`src/rtl/raycast_pkg.sv`:
```
// raycast_pkg: shared types and screen geometry for the ray-cast render pipeline.
package raycast_pkg;
    typedef enum logic [1:0] {LAUNCH, RENDER, WAIT_SWAP} t_sched_state;
    localparam int DEFAULT_SCREEN_WIDTH = 320;
    localparam int DEFAULT_SCREEN_HEIGHT = 180;
    localparam int FB_DEPTH = DEFAULT_SCREEN_WIDTH * DEFAULT_SCREEN_HEIGHT;
endpackage

```
`src/rtl/frame_buffer_scheduler_if.sv`:
```
// frame_buffer_scheduler_if: ray pixel stream in, frame buffer write port and status out.
interface frame_buffer_scheduler_if #(
    parameter int ADDR_WIDTH = 16,
    parameter int PIXEL_WIDTH = 16
);
    logic                   frame_start_in;
    logic                   ray_valid_in;
    logic [ADDR_WIDTH-1:0]  ray_address_in;
    logic [PIXEL_WIDTH-1:0] ray_pixel_in;
    logic                   ray_last_pixel_in;
    logic                   sweep_start_out;
    logic                   sweep_busy_out;
    logic                   wr_en_out;
    logic [ADDR_WIDTH:0]    wr_addr_out;
    logic [PIXEL_WIDTH-1:0] wr_data_out;
    logic                   rd_bank_out;
    logic [7:0]             frames_missed_out;
    logic                   addr_error_out;
    modport master (
        output frame_start_in, ray_valid_in, ray_address_in, ray_pixel_in, ray_last_pixel_in,
        input  sweep_start_out, sweep_busy_out, wr_en_out, wr_addr_out, wr_data_out,
               rd_bank_out, frames_missed_out, addr_error_out
    );
    modport slave (
        input  frame_start_in, ray_valid_in, ray_address_in, ray_pixel_in, ray_last_pixel_in,
        output sweep_start_out, sweep_busy_out, wr_en_out, wr_addr_out, wr_data_out,
               rd_bank_out, frames_missed_out, addr_error_out
    );
endinterface

```
`src/rtl/frame_buffer_scheduler.sv`:
```
// frame_buffer_scheduler: launches ray sweeps, steers pixel writes into the back bank
// and swaps banks only on a display frame boundary after the sweep completes.
module frame_buffer_scheduler
    import raycast_pkg::*;
#(
    parameter int SCREEN_WIDTH = DEFAULT_SCREEN_WIDTH,
    parameter int SCREEN_HEIGHT = DEFAULT_SCREEN_HEIGHT,
    parameter int ADDR_WIDTH = 16,
    parameter int PIXEL_WIDTH = 16
) (
    input logic pixel_clk_in,
    input logic rst_in,
    frame_buffer_scheduler_if.slave bus
);
    localparam logic [ADDR_WIDTH:0] DEPTH = (ADDR_WIDTH + 1)'(SCREEN_WIDTH * SCREEN_HEIGHT);
    t_sched_state state, nxt;
    logic                   start_q, wr_en_q, bank_q, err_q;
    logic [ADDR_WIDTH:0]    wr_addr_q;
    logic [PIXEL_WIDTH-1:0] wr_data_q;
    logic [7:0]             missed_q;
    logic addr_ok, wr_go, err_hit, miss_hit, swap;
    always_comb begin
        addr_ok = {1'b0, bus.ray_address_in} < DEPTH;
        wr_go = state == RENDER && bus.ray_valid_in && addr_ok;
        err_hit = bus.ray_valid_in && !wr_go;
        miss_hit = state == RENDER && bus.frame_start_in && missed_q != 8'hff;
        swap = state == WAIT_SWAP && bus.frame_start_in;
        nxt = state == LAUNCH ? RENDER :
              state == RENDER ? (bus.ray_valid_in && bus.ray_last_pixel_in ? WAIT_SWAP : RENDER) :
              swap ? LAUNCH : WAIT_SWAP;
    end
    always_ff @(posedge pixel_clk_in) begin
        if (rst_in) state <= LAUNCH;
        else state <= nxt;
    end
    // Writes always target the bank not being displayed.
    always_ff @(posedge pixel_clk_in) begin
        if (rst_in) begin
            start_q <= 1'b0;
            wr_en_q <= 1'b0;
            wr_addr_q <= '0;
            wr_data_q <= '0;
            bank_q <= 1'b0;
            missed_q <= '0;
            err_q <= 1'b0;
        end else begin
            start_q <= state == LAUNCH;
            wr_en_q <= wr_go;
            if (wr_go) begin
                wr_addr_q <= {~bank_q, bus.ray_address_in};
                wr_data_q <= bus.ray_pixel_in;
            end
            bank_q <= bank_q ^ swap;
            missed_q <= missed_q + 8'(miss_hit);
            err_q <= err_q | err_hit;
        end
    end
    assign bus.sweep_start_out = start_q;
    assign bus.sweep_busy_out = state == RENDER;
    assign bus.wr_en_out = wr_en_q;
    assign bus.wr_addr_out = wr_addr_q;
    assign bus.wr_data_out = wr_data_q;
    assign bus.rd_bank_out = bank_q;
    assign bus.frames_missed_out = missed_q;
    assign bus.addr_error_out = err_q;
endmodule

```
`src/flat_wrapper.sv`:
```
// flat-port wrapper written by rule: the top's interface ports become plain ports
module frame_buffer_scheduler_flat import raycast_pkg::*;
#(
    parameter int SCREEN_WIDTH = DEFAULT_SCREEN_WIDTH,
    parameter int SCREEN_HEIGHT = DEFAULT_SCREEN_HEIGHT,
    parameter int ADDR_WIDTH = 16,
    parameter int PIXEL_WIDTH = 16
)
  (pixel_clk_in, rst_in, bus_frame_start_in, bus_ray_valid_in, bus_ray_address_in, bus_ray_pixel_in, bus_ray_last_pixel_in, bus_sweep_start_out, bus_sweep_busy_out, bus_wr_en_out, bus_wr_addr_out, bus_wr_data_out, bus_rd_bank_out, bus_frames_missed_out, bus_addr_error_out);
  frame_buffer_scheduler_if #(.ADDR_WIDTH(ADDR_WIDTH), .PIXEL_WIDTH(PIXEL_WIDTH)) bus_i ();
  input logic pixel_clk_in;
  input logic rst_in;
  input wire logic [$bits(bus_i.frame_start_in)-1:0] bus_frame_start_in;
  input wire logic [$bits(bus_i.ray_valid_in)-1:0] bus_ray_valid_in;
  input wire logic [$bits(bus_i.ray_address_in)-1:0] bus_ray_address_in;
  input wire logic [$bits(bus_i.ray_pixel_in)-1:0] bus_ray_pixel_in;
  input wire logic [$bits(bus_i.ray_last_pixel_in)-1:0] bus_ray_last_pixel_in;
  output wire logic [$bits(bus_i.sweep_start_out)-1:0] bus_sweep_start_out;
  output wire logic [$bits(bus_i.sweep_busy_out)-1:0] bus_sweep_busy_out;
  output wire logic [$bits(bus_i.wr_en_out)-1:0] bus_wr_en_out;
  output wire logic [$bits(bus_i.wr_addr_out)-1:0] bus_wr_addr_out;
  output wire logic [$bits(bus_i.wr_data_out)-1:0] bus_wr_data_out;
  output wire logic [$bits(bus_i.rd_bank_out)-1:0] bus_rd_bank_out;
  output wire logic [$bits(bus_i.frames_missed_out)-1:0] bus_frames_missed_out;
  output wire logic [$bits(bus_i.addr_error_out)-1:0] bus_addr_error_out;
  assign bus_i.frame_start_in = bus_frame_start_in;
  assign bus_i.ray_valid_in = bus_ray_valid_in;
  assign bus_i.ray_address_in = bus_ray_address_in;
  assign bus_i.ray_pixel_in = bus_ray_pixel_in;
  assign bus_i.ray_last_pixel_in = bus_ray_last_pixel_in;
  assign bus_sweep_start_out = bus_i.sweep_start_out;
  assign bus_sweep_busy_out = bus_i.sweep_busy_out;
  assign bus_wr_en_out = bus_i.wr_en_out;
  assign bus_wr_addr_out = bus_i.wr_addr_out;
  assign bus_wr_data_out = bus_i.wr_data_out;
  assign bus_rd_bank_out = bus_i.rd_bank_out;
  assign bus_frames_missed_out = bus_i.frames_missed_out;
  assign bus_addr_error_out = bus_i.addr_error_out;
  frame_buffer_scheduler #(.SCREEN_WIDTH(SCREEN_WIDTH), .SCREEN_HEIGHT(SCREEN_HEIGHT), .ADDR_WIDTH(ADDR_WIDTH), .PIXEL_WIDTH(PIXEL_WIDTH)) u_core (.pixel_clk_in(pixel_clk_in), .rst_in(rst_in), .bus(bus_i));
endmodule
```
`config.mk`:
```
export PLATFORM = sky130hd
export DESIGN_NAME = frame_buffer_scheduler_flat
export DESIGN_NICKNAME = d
export VERILOG_FILES = /design/src/rtl/raycast_pkg.sv /design/src/rtl/frame_buffer_scheduler_if.sv /design/src/rtl/frame_buffer_scheduler.sv /design/src/flat_wrapper.sv
export SDC_FILE = /design/constraint.sdc
export NUM_CORES = 1
export LEC_CHECK = 0
export ABC_CLOCK_PERIOD_IN_PS = 1900
export CELL_PAD_IN_SITES_DETAIL_PLACEMENT = 1
export CELL_PAD_IN_SITES_GLOBAL_PLACEMENT = 1
export CORE_UTILIZATION = 27
export DETAILED_ROUTE_END_ITERATION = 6
export PLACE_DENSITY_LB_ADDON = 0.1
export SETUP_SLACK_MARGIN = 0.3
export SLEW_MARGIN = 40
export SYNTH_ARGS = -nofsm -noshare
export SYNTH_HDL_FRONTEND = slang
export SYNTH_SLANG_ARGS = --single-unit
```
`constraint.sdc`:
```
create_clock -name pixel_clk_in -period 1.9 [get_ports pixel_clk_in]
set_clock_uncertainty 0.15 [all_clocks]
set_input_delay 0.285 -clock pixel_clk_in [delete_from_list [all_inputs] [get_ports pixel_clk_in]]
set_output_delay 0.285 -clock pixel_clk_in [all_outputs]
set_load 0.02 [all_outputs]
```
==> results of run 1 <==
metal layers:
layer  wire [um]  vias to the layer above  GRT usage
met5           0                        -          0
li1            -                      905          -
met1        2510                      823      0.189
met2        2550                       51      0.248
met4          78                        0     0.0545
met3         332                        8     0.0502
layout by cell type (no fill, tap or decap), drive strengths merged, types with 3 or more instances in the layout:
cell | netlist | final
a21oi | 5 | 5
buf | 3 | 35
clkbuf | 8 | 9
clkdlybuf4s50 | 0 | 30
dfxtp | 47 | 47
dlygate4sd2 | 0 | 46
mux2i | 31 | 31
nand2 | 65 | 65
nand3 | 3 | 3
nor2 | 6 | 6
nor2b | 5 | 5
o21ai | 5 | 5
or3 | 4 | 4
synthesized netlist by cell type:
cell type and count:
a21o_1 1, a21oi_1 5, a311oi_1 2, and2_1 1
and3_1 1, buf_12 3, clkbuf_1 8, dfxtp_1 47
ha_1 2, inv_1 1, inv_2 1, mux2_4 1
mux2i_1 31, nand2_1 65, nand3_1 3, nand3b_1 1
nand4_1 2, nand4bb_4 1, nor2_1 6, nor2b_1 5
nor3_1 1, o211a_1 1, o21ai_0 4, o21ai_1 1
o221a_1 1, o22ai_4 1, or3_1 4, or4_4 1
xnor2_1 1, xor2_1 2
state kept, by name (all words and copies together), names as in the netlist:
register                      flops
u_core.bus.wr_addr_out           17
u_core.bus.addr_error_out         1
u_core.bus.wr_en_out              1
u_core.state                      2
u_core.bus.frames_missed_out      8
u_core.bus.rd_bank_out            1
u_core.bus.sweep_start_out        1
u_core.bus.wr_data_out           16
power by group through the flow:
stage,sequential (mW),combinational [mW],clock [mW]
after CTS,1.06,0.457,0.696
final,1.06,0.458,0.666
after global routing,1.06,0.494,0.742
after detailed placement,1.09,0.422,0
after floorplan,1.14,0.154,0
after global placement,1.08,0.418,0
worst max path at each step:
stage	from	end	slack [ns]	depth (start not counted)
2_1_floorplan	u_core.state[0]	u_core.bus.frames_missed_out[6]	0.16	7
3_3_place_gp	bus_ray_address_in[9]	u_core.bus.wr_addr_out[9]	-0.23	5
3_5_place_dp	bus_ray_address_in[9]	u_core.bus.wr_data_out[2]	-0.31	5
4_1_cts	u_core.bus.frames_missed_out[6]	u_core.bus.frames_missed_out[4]	0.17	8
5_1_grt	u_core.bus.frames_missed_out[3]	u_core.bus.frames_missed_out[7]	0.07	7
6_report	u_core.bus.frames_missed_out[5]	u_core.bus.frames_missed_out[7]	0.16	7
metrics by stage:
step | TNS (ns) | cells | utilization | hold WS (ns)
floorplan | 0 | 204 | - | 0.249
global placement | -7.45 | 386 | 0.436 | 0.291
detailed placement | -8.62 | 386 | 0.436 | 0.297
CTS | 0 | 410 | 0.474 | 0.0814
global route | 0 | 411 | 0.478 | 0.0863
finish | 0 | 411 | 0.478 | 0.0956
worst reg2reg max path, stage by stage, from the launching register on:
cell and delay, ns:
dfxtp_4 0.35, nand4_1 0.13, o211a_1 0.21, ha_4 0.15
buf_4 0.12, nand3_4 0.07, or3_1 0.38, a21oi_2 0.13
final cells by class:
cell class | count | area share
sequential | 47 | 0.296
multi-input combinational | 144 | 0.295
inverter | 2 | 0.00229
tap | 96 | 0.0366
clock buffer | 8 | 0.0305
timing repair buffer | 114 | 0.340
cell families after synthesis:
family          count (synthesis)  share of synthesized area
compound gates                 16                     0.0598
fa+ha+maj                       2                     0.0129
buf+inv                        13                     0.0502
flops                          47                      0.484
mux                            32                      0.167
xor+xnor                        3                     0.0135
simple gates                   91                      0.213
repair_timing:
item / 4_1_cts / 5_1_grt
gates resized for setup: 70 / 9
buffers inserted: 13 / 1
setup endpoints to repair: 86 / 39
pin swaps: 11 / 11
cloned: 3 / 0
==> results.txt, run 1 <==
- Setup crit start kind: flop
- Die Width: 86.9 um
* Cell at the slowest stage of the critical path: or3_1
- For the pin with the worst max-slew slack, the measured transition is 0.249 ns.
- Across the run, the number of max-cap violations was 0.
- Arrival time at the worst endpoint: 1.82 ns
* Placer's final routability congestion estimate: 0.674
- Synthesis produced 204 cells.
- R2r worst-path depth: 7
* Maximum level of the CTS H-tree: 2
- Worst slew margin relative to its limit: 0.834
- Input and output buffers added on the ports amount to 82.
- Critical Path, Cell by Cell: nand4_1, o211a_1, ha_4, buf_4, nand3_4, or3_1, a21oi_2
* Critical path class: reg -> reg
- Across all register-to-register paths, the minimum setup slack is 0.16 ns.
- Across the VDD grid, the largest voltage drop is 0.223 mV.
- The worst path meets setup with 0.159 ns of slack.
- Standard-cell rows: 30
* Drt first pass iters: 4
- Subtracting the final worst setup slack from the clock period gives 1.74 ns.
- Derived from the worst setup path, the maximum achievable clock frequency is 574 MHz.
* Outcome: complete, no violations
* Logic pwr share: 0.210
- The worst hold path terminates at u_core.bus.wr_addr_out[10].
- Part of the power in registers: 0.484
- Top Family by Delay on Critical Path: simple AND/OR/NAND/NOR gates
- Average cell area after synthesis: 9.54 sq um
- Of all nets on the critical path, the largest fanout is 4.
- Hold-fix buffer count after cts: 0
* Share of final-layout standard cells stronger than drive strength 1: 0.210
- Clock network fraction of total power: 0.306
- Counting flops and latches in the post-synthesis netlist gives 47.
- Delay of the slowest cell on the worst path: 0.38 ns
* Share of the synthesized area in the top cell type: 0.484
- Of the synthesized area, sequential elements account for 0.484.
- Overall Power: 2.18 mW
* Worst-case setup slack after placement: -0.309 ns
* Final antenna diode count: 0
* Aggregate routed wire length: 5.47 mm
* First-pass GRT wire length: 8.81 mm
* Number of DRC markers after the initial detailed-route iteration: 22
- The number of buffers and inverters on the critical path is 1.
* Residual DRC: 0
- The die covers 0.00755 sq mm.
- The worst register-to-register path ends at u_core.bus.frames_missed_out[7].
* Static power due to leakage: 1.47 nW
- Via count: 1787
- Buffer depth of the longest clock path: 2
* Synth unique cells: 30
- The detail route stage leaves a number of antenna-violating nets equal to 0.
* Min-delay worst type: in -> reg
* Synth Warn #: 0
- Clock latency on the worst-skew pair: 0.30 ns
- Measured along the y axis, the die boundary spans 86.9 um.
- Setup repair after global routing could not meet its margin everywhere.
- Using the TritonRoute via totals, the vias-per-cell ratio works out to 4.35.
- Initial core utilization: 0.283
- Routed wire length per instance: 13.3 um
* Reg2reg start: u_core.bus.frames_missed_out[5]
- The root buffer cell chosen for the clock tree is clkbuf_8.
* Number of global-route vias before repair: 1774
- The area growth from synthesis to layout is 68.7%.
- Net count after synthesis: 243
* Net switching power of the design: 0.571 mW
* Core area: 0.00687 sq mm
* Number of antenna violations at the first check in global routing: 0
* Final hold violations: 0
* Power Dens Cells: 664 mW/mm^2
* Net total in the final layout: 353
- Area of the mapped netlist: 0.00195 sq mm
- The clock drives 47 sinks.
* Number of max-slew violations in the final report: 0
* Post-route cell area: 0.00328 sq mm
- Crit path capture type: flop
- After global routing the overflow that remains totals 0.
- Setup violations remaining at the end of the flow were counted as 0.
- After legalization and detailed placement, the total HPWL measured 3.41 mm.
- Endpoint required time on the critical path: 1.98 ns
- Switching share of power: 0.262
- In the final layout, flip-flops and latches occupy 971 sq um.
- Number of buffers created by CTS: 5
- Cell types with the largest area share after synthesis: dfxtp_1 48%, mux2i_1 16%, nand2_1 13%, buf_12 3.1%, nor2b_1 1.6%
* GRT Overall Usage: 0.153
- CTS tree: built
- In this run the count of I/O pins placed on the die edge is 83.
- Clock-pin slew reported for the worst setup and hold paths after clock tree synthesis: 0.09 ns
- Summing all multi-input logic gate instances after layout gives 970 sq um.
* Hold path startpoint: bus_ray_address_in[10]
* Final period utilization: 0.916
- Pin count of the biggest net entering global routing: 47
- In this run the cell area measured after placement is 0.00300 sq mm.
- Hold path cells: 3
* Fillers: 817
* Internal Dissipation: 1.61 mW
- dfxtp_1 takes more of the synthesized area than any other cell.
Note: power is estimated with default switching activity, not from simulation.
==> inputs of run 2 (changes only) <==
- MAX_ROUTING_LAYER: not set -> met4
==> run 2 against run 1 <==
Fmax did not move. Sequential cell count unchanged. Cell count stayed put. Die area unchanged. Setup slack unchanged. Total power about the same. Critical endpoint unchanged. Largest power group unchanged.
==> results.txt, run 2 (synthesis results as in run 1) <==
- Y dimension of the die: 86.9 um (unchanged)
- Growth of design area from synthesis to finish: 68.7% (unchanged)
- Clock network fraction of total power: 0.306 (about the same)
* Top Family by Delay on Critical Path: simple AND/OR/NAND/NOR gates
* Crit path capture type: flop
* Maximum level of the CTS H-tree: 2 (unchanged)
* Endpoint required time on the critical path: 1.98 ns (about the same)
- The core box area is 0.00687 sq mm (unchanged).
- The share of the clock period used by the worst path after layout is 0.916 (unchanged).
- The die extent in x is 86.9 um (unchanged).
- The worst setup path is of the reg -> reg kind.
* Worst slew margin relative to its limit: 0.850 (+0.0159)
- Traced cell by cell, the critical path runs through nand4_1, o211a_1, ha_4, buf_4, nand3_4, or3_1, a21oi_2.
- Buffer depth of the longest clock path: 2 (unchanged)
- The internal power contribution is 1.61 mW (unchanged).
- The number of input and output port buffers inserted is 82 (unchanged).
- The share of power burned in combinational logic is 0.210 (about the same).
* PnR worst setup slack: 0.159 ns (unchanged)
- Max Clock Freq: 574 MHz (unchanged)
- Hold path startpoint: bus_ray_address_in[10]
* Setup total negative slack: 0 ns (unchanged)
* Max cap viols: 0 (unchanged)
- Hold-fix buffer count after cts: 0 (unchanged)
- Via count: 1789 (+0.11%)
- The final core utilization was 0.478 (unchanged).
- Clock latency on the worst-skew pair: 0.30 ns (about the same)
* GRT Overall Usage: 0.158 (+0.00474)
- Number of antenna violations at the first check in global routing: 0 (unchanged)
- Standard-cell rows: 30 (unchanged)
- The arrival time at the worst endpoint is 1.82 ns (about the same).
- The total setup violations reported at the end of the flow is 0 (unchanged).
* Pin count of the biggest net entering global routing: 47 (unchanged)
- Min-delay worst type: in -> reg
- Minimum hold slack: 0.0955 ns (-0.0000945 ns)
- The post-route antenna net violation count came to 0 (unchanged).
* Worst IR Drop VDD: 0.223 mV (about the same)
- Switching share of power: 0.262 (about the same)
- Worst-case setup slack after placement: -0.309 ns (unchanged)
- First element of the critical path: u_core.bus.frames_missed_out[5]
- The worst setup path is launched from a flop.
- Cell count along the critical path: 7 (unchanged)
- The first-iteration detailed-routing DRC count came to 30 (+36%).
- First-pass GRT wire length: 8.80 mm (about the same)
- Post-detailed-placement half-perimeter wirelength: 3.41 mm (unchanged)
- CTS tree: built
* Net switching power of the design: 0.571 mW (about the same)
- The transition time at the pin with the least slew margin is 0.222 ns (-0.0272 ns).
* Initial core utilization: 0.283 (unchanged)
- The total leakage power came to 1.47 nW (unchanged).
- R2r worst-path depth: 7 (unchanged)
- The final wirelength was 5.47 mm (about the same).
- Buffers & Inverters on Critical Path: 1 (unchanged)
- Most common cell after layout, fill and taps aside: nand2_1
- Delay of the slowest cell on the worst path: 0.38 ns (about the same)
- Routed wire length per instance: 13.3 um (about the same)
- Die ar.: 0.00755 sq mm (unchanged)
* Reg2reg start: u_core.bus.frames_missed_out[5]
* Number of flip-flops under the largest register name: 17 (unchanged)
- Placer's final routability congestion estimate: 0.681 (+0.98%)
* Number of max-slew violations in the final report: 0 (unchanged)
- The sequential power share came to 0.484 (about the same).
* Post-route minimum period: 1.74 ns (unchanged)
- The flow ran to the end, and the final reports show no timing, DRC or antenna violations.
- Clock tree sinks: 47 (unchanged)
* Top fanout value on the critical path: 4 (unchanged)
- Fillers: 817 (unchanged)
- Hold path cells: 3 (unchanged)
* Total overflow reported by the global router: 0 (unchanged)
- Residual DRC: 0 (unchanged)
- The total design power came to 2.18 mW (about the same).
- Number of buffers created by CTS: 5 (unchanged)
- Setup repair after global routing could not meet its margin everywhere.
- The antenna diode count came to 0 (unchanged).
* Commonest cells after routing, fill and taps aside: 65 x nand2_1, 46 x dlygate4sd2_1, 37 x dfxtp_1
- Final hold violations: 0 (unchanged)
- Critical register-to-register path endpoint: u_core.bus.frames_missed_out[7]
* Number of vias per cell: 4.35 (+0.11%)
- Clock-pin slew reported for the worst setup and hold paths after clock tree synthesis: 0.09 ns (about the same)
- Clock root buffer: clkbuf_8
- Number of global-route vias before repair: 1777 (+0.17%)
* Net total in the final layout: 353 (unchanged)
- Drt first pass iters: 4 (unchanged)
- Cell at the slowest stage of the critical path: or3_1
- IO Pins: 83 (unchanged)
- Following the worst setup path forward leads to its endpoint at u_core.bus.frames_missed_out[7].
- Setup slack of the worst register-to-register path: 0.16 ns (about the same)
* Power Dens Cells: 664 mW/mm^2 (about the same)
- The share of layout cells above drive strength 1 was 0.210 (unchanged).
## run 2: cell counts in the layout (fill, tap and decap cells not counted)
Identical to the previous run, type by type.
## run 2: worst min-delay path: stages
cell and delay, ns:
buf_2 0.11, nand2_1 0.05, mux2i_1 0.06
## run 2: power by group through the flow
stage	Combinational, mW	Clock [mW]	Sequential, mW
global route	0.493	0.742	1.06
global placement	0.418	0	1.08
floorplan	0.154	0	1.14
CTS	0.457	0.696	1.06
finish	0.458	0.666	1.06
detailed placement	0.422	0	1.09
## run 2: through the flow
stage               instance area, sq um  std cells
floorplan                           2010        204
global placement                    3000        386
detailed placement                  3000        386
CTS                                 3250        410
global route                        3280        411
finish                              3280        411
## run 2: timing repair
item	4_1_cts	5_1_grt
gates cloned	3	0
buffers inserted	13	1
hold endpoints to repair	0	0
resized for setup	70	9
pin swaps	11	11
endpoints found under the setup margin	86	39
## run 2: layout make-up
| cell class | instances | area, sq um | share of cell area |
|---|---|---|---|
| well taps | 96 | 120 | 0.0366 |
| flip-flops and latches | 47 | 971 | 0.296 |
| repair buffers | 114 | 1110 | 0.340 |
| multi-input cells | 144 | 970 | 0.295 |
| clock buffers | 8 | 100 | 0.0305 |
| inverters | 2 | 7.51 | 0.00229 |
## run 2: worst min-delay path by stage
stage	end	slack, ns
2_1_floorplan	u_core.state[0]	0.25
3_3_place_gp	u_core.bus.wr_data_out[3]	0.29
3_5_place_dp	u_core.bus.wr_addr_out[8]	0.30
4_1_cts	u_core.bus.wr_addr_out[10]	0.08
5_1_grt	u_core.bus.wr_addr_out[10]	0.09
6_report	u_core.bus.wr_addr_out[10]	0.1
## run 2: layer usage
| layer | wire, um | share of wire | vias up | GRT usage |
|---|---|---|---|---|
| met1 | 2570 | 0.47 | 825 | 0.195 |
| met2 | 2550 | 0.47 | 51 | 0.248 |
| li1 | - | - | 905 | - |
| met3 | 272 | 0.050 | 8 | 0.0417 |
| met5 | 0 | 0 | - | - |
| met4 | 78 | 0.014 | 0 | 0.0545 |
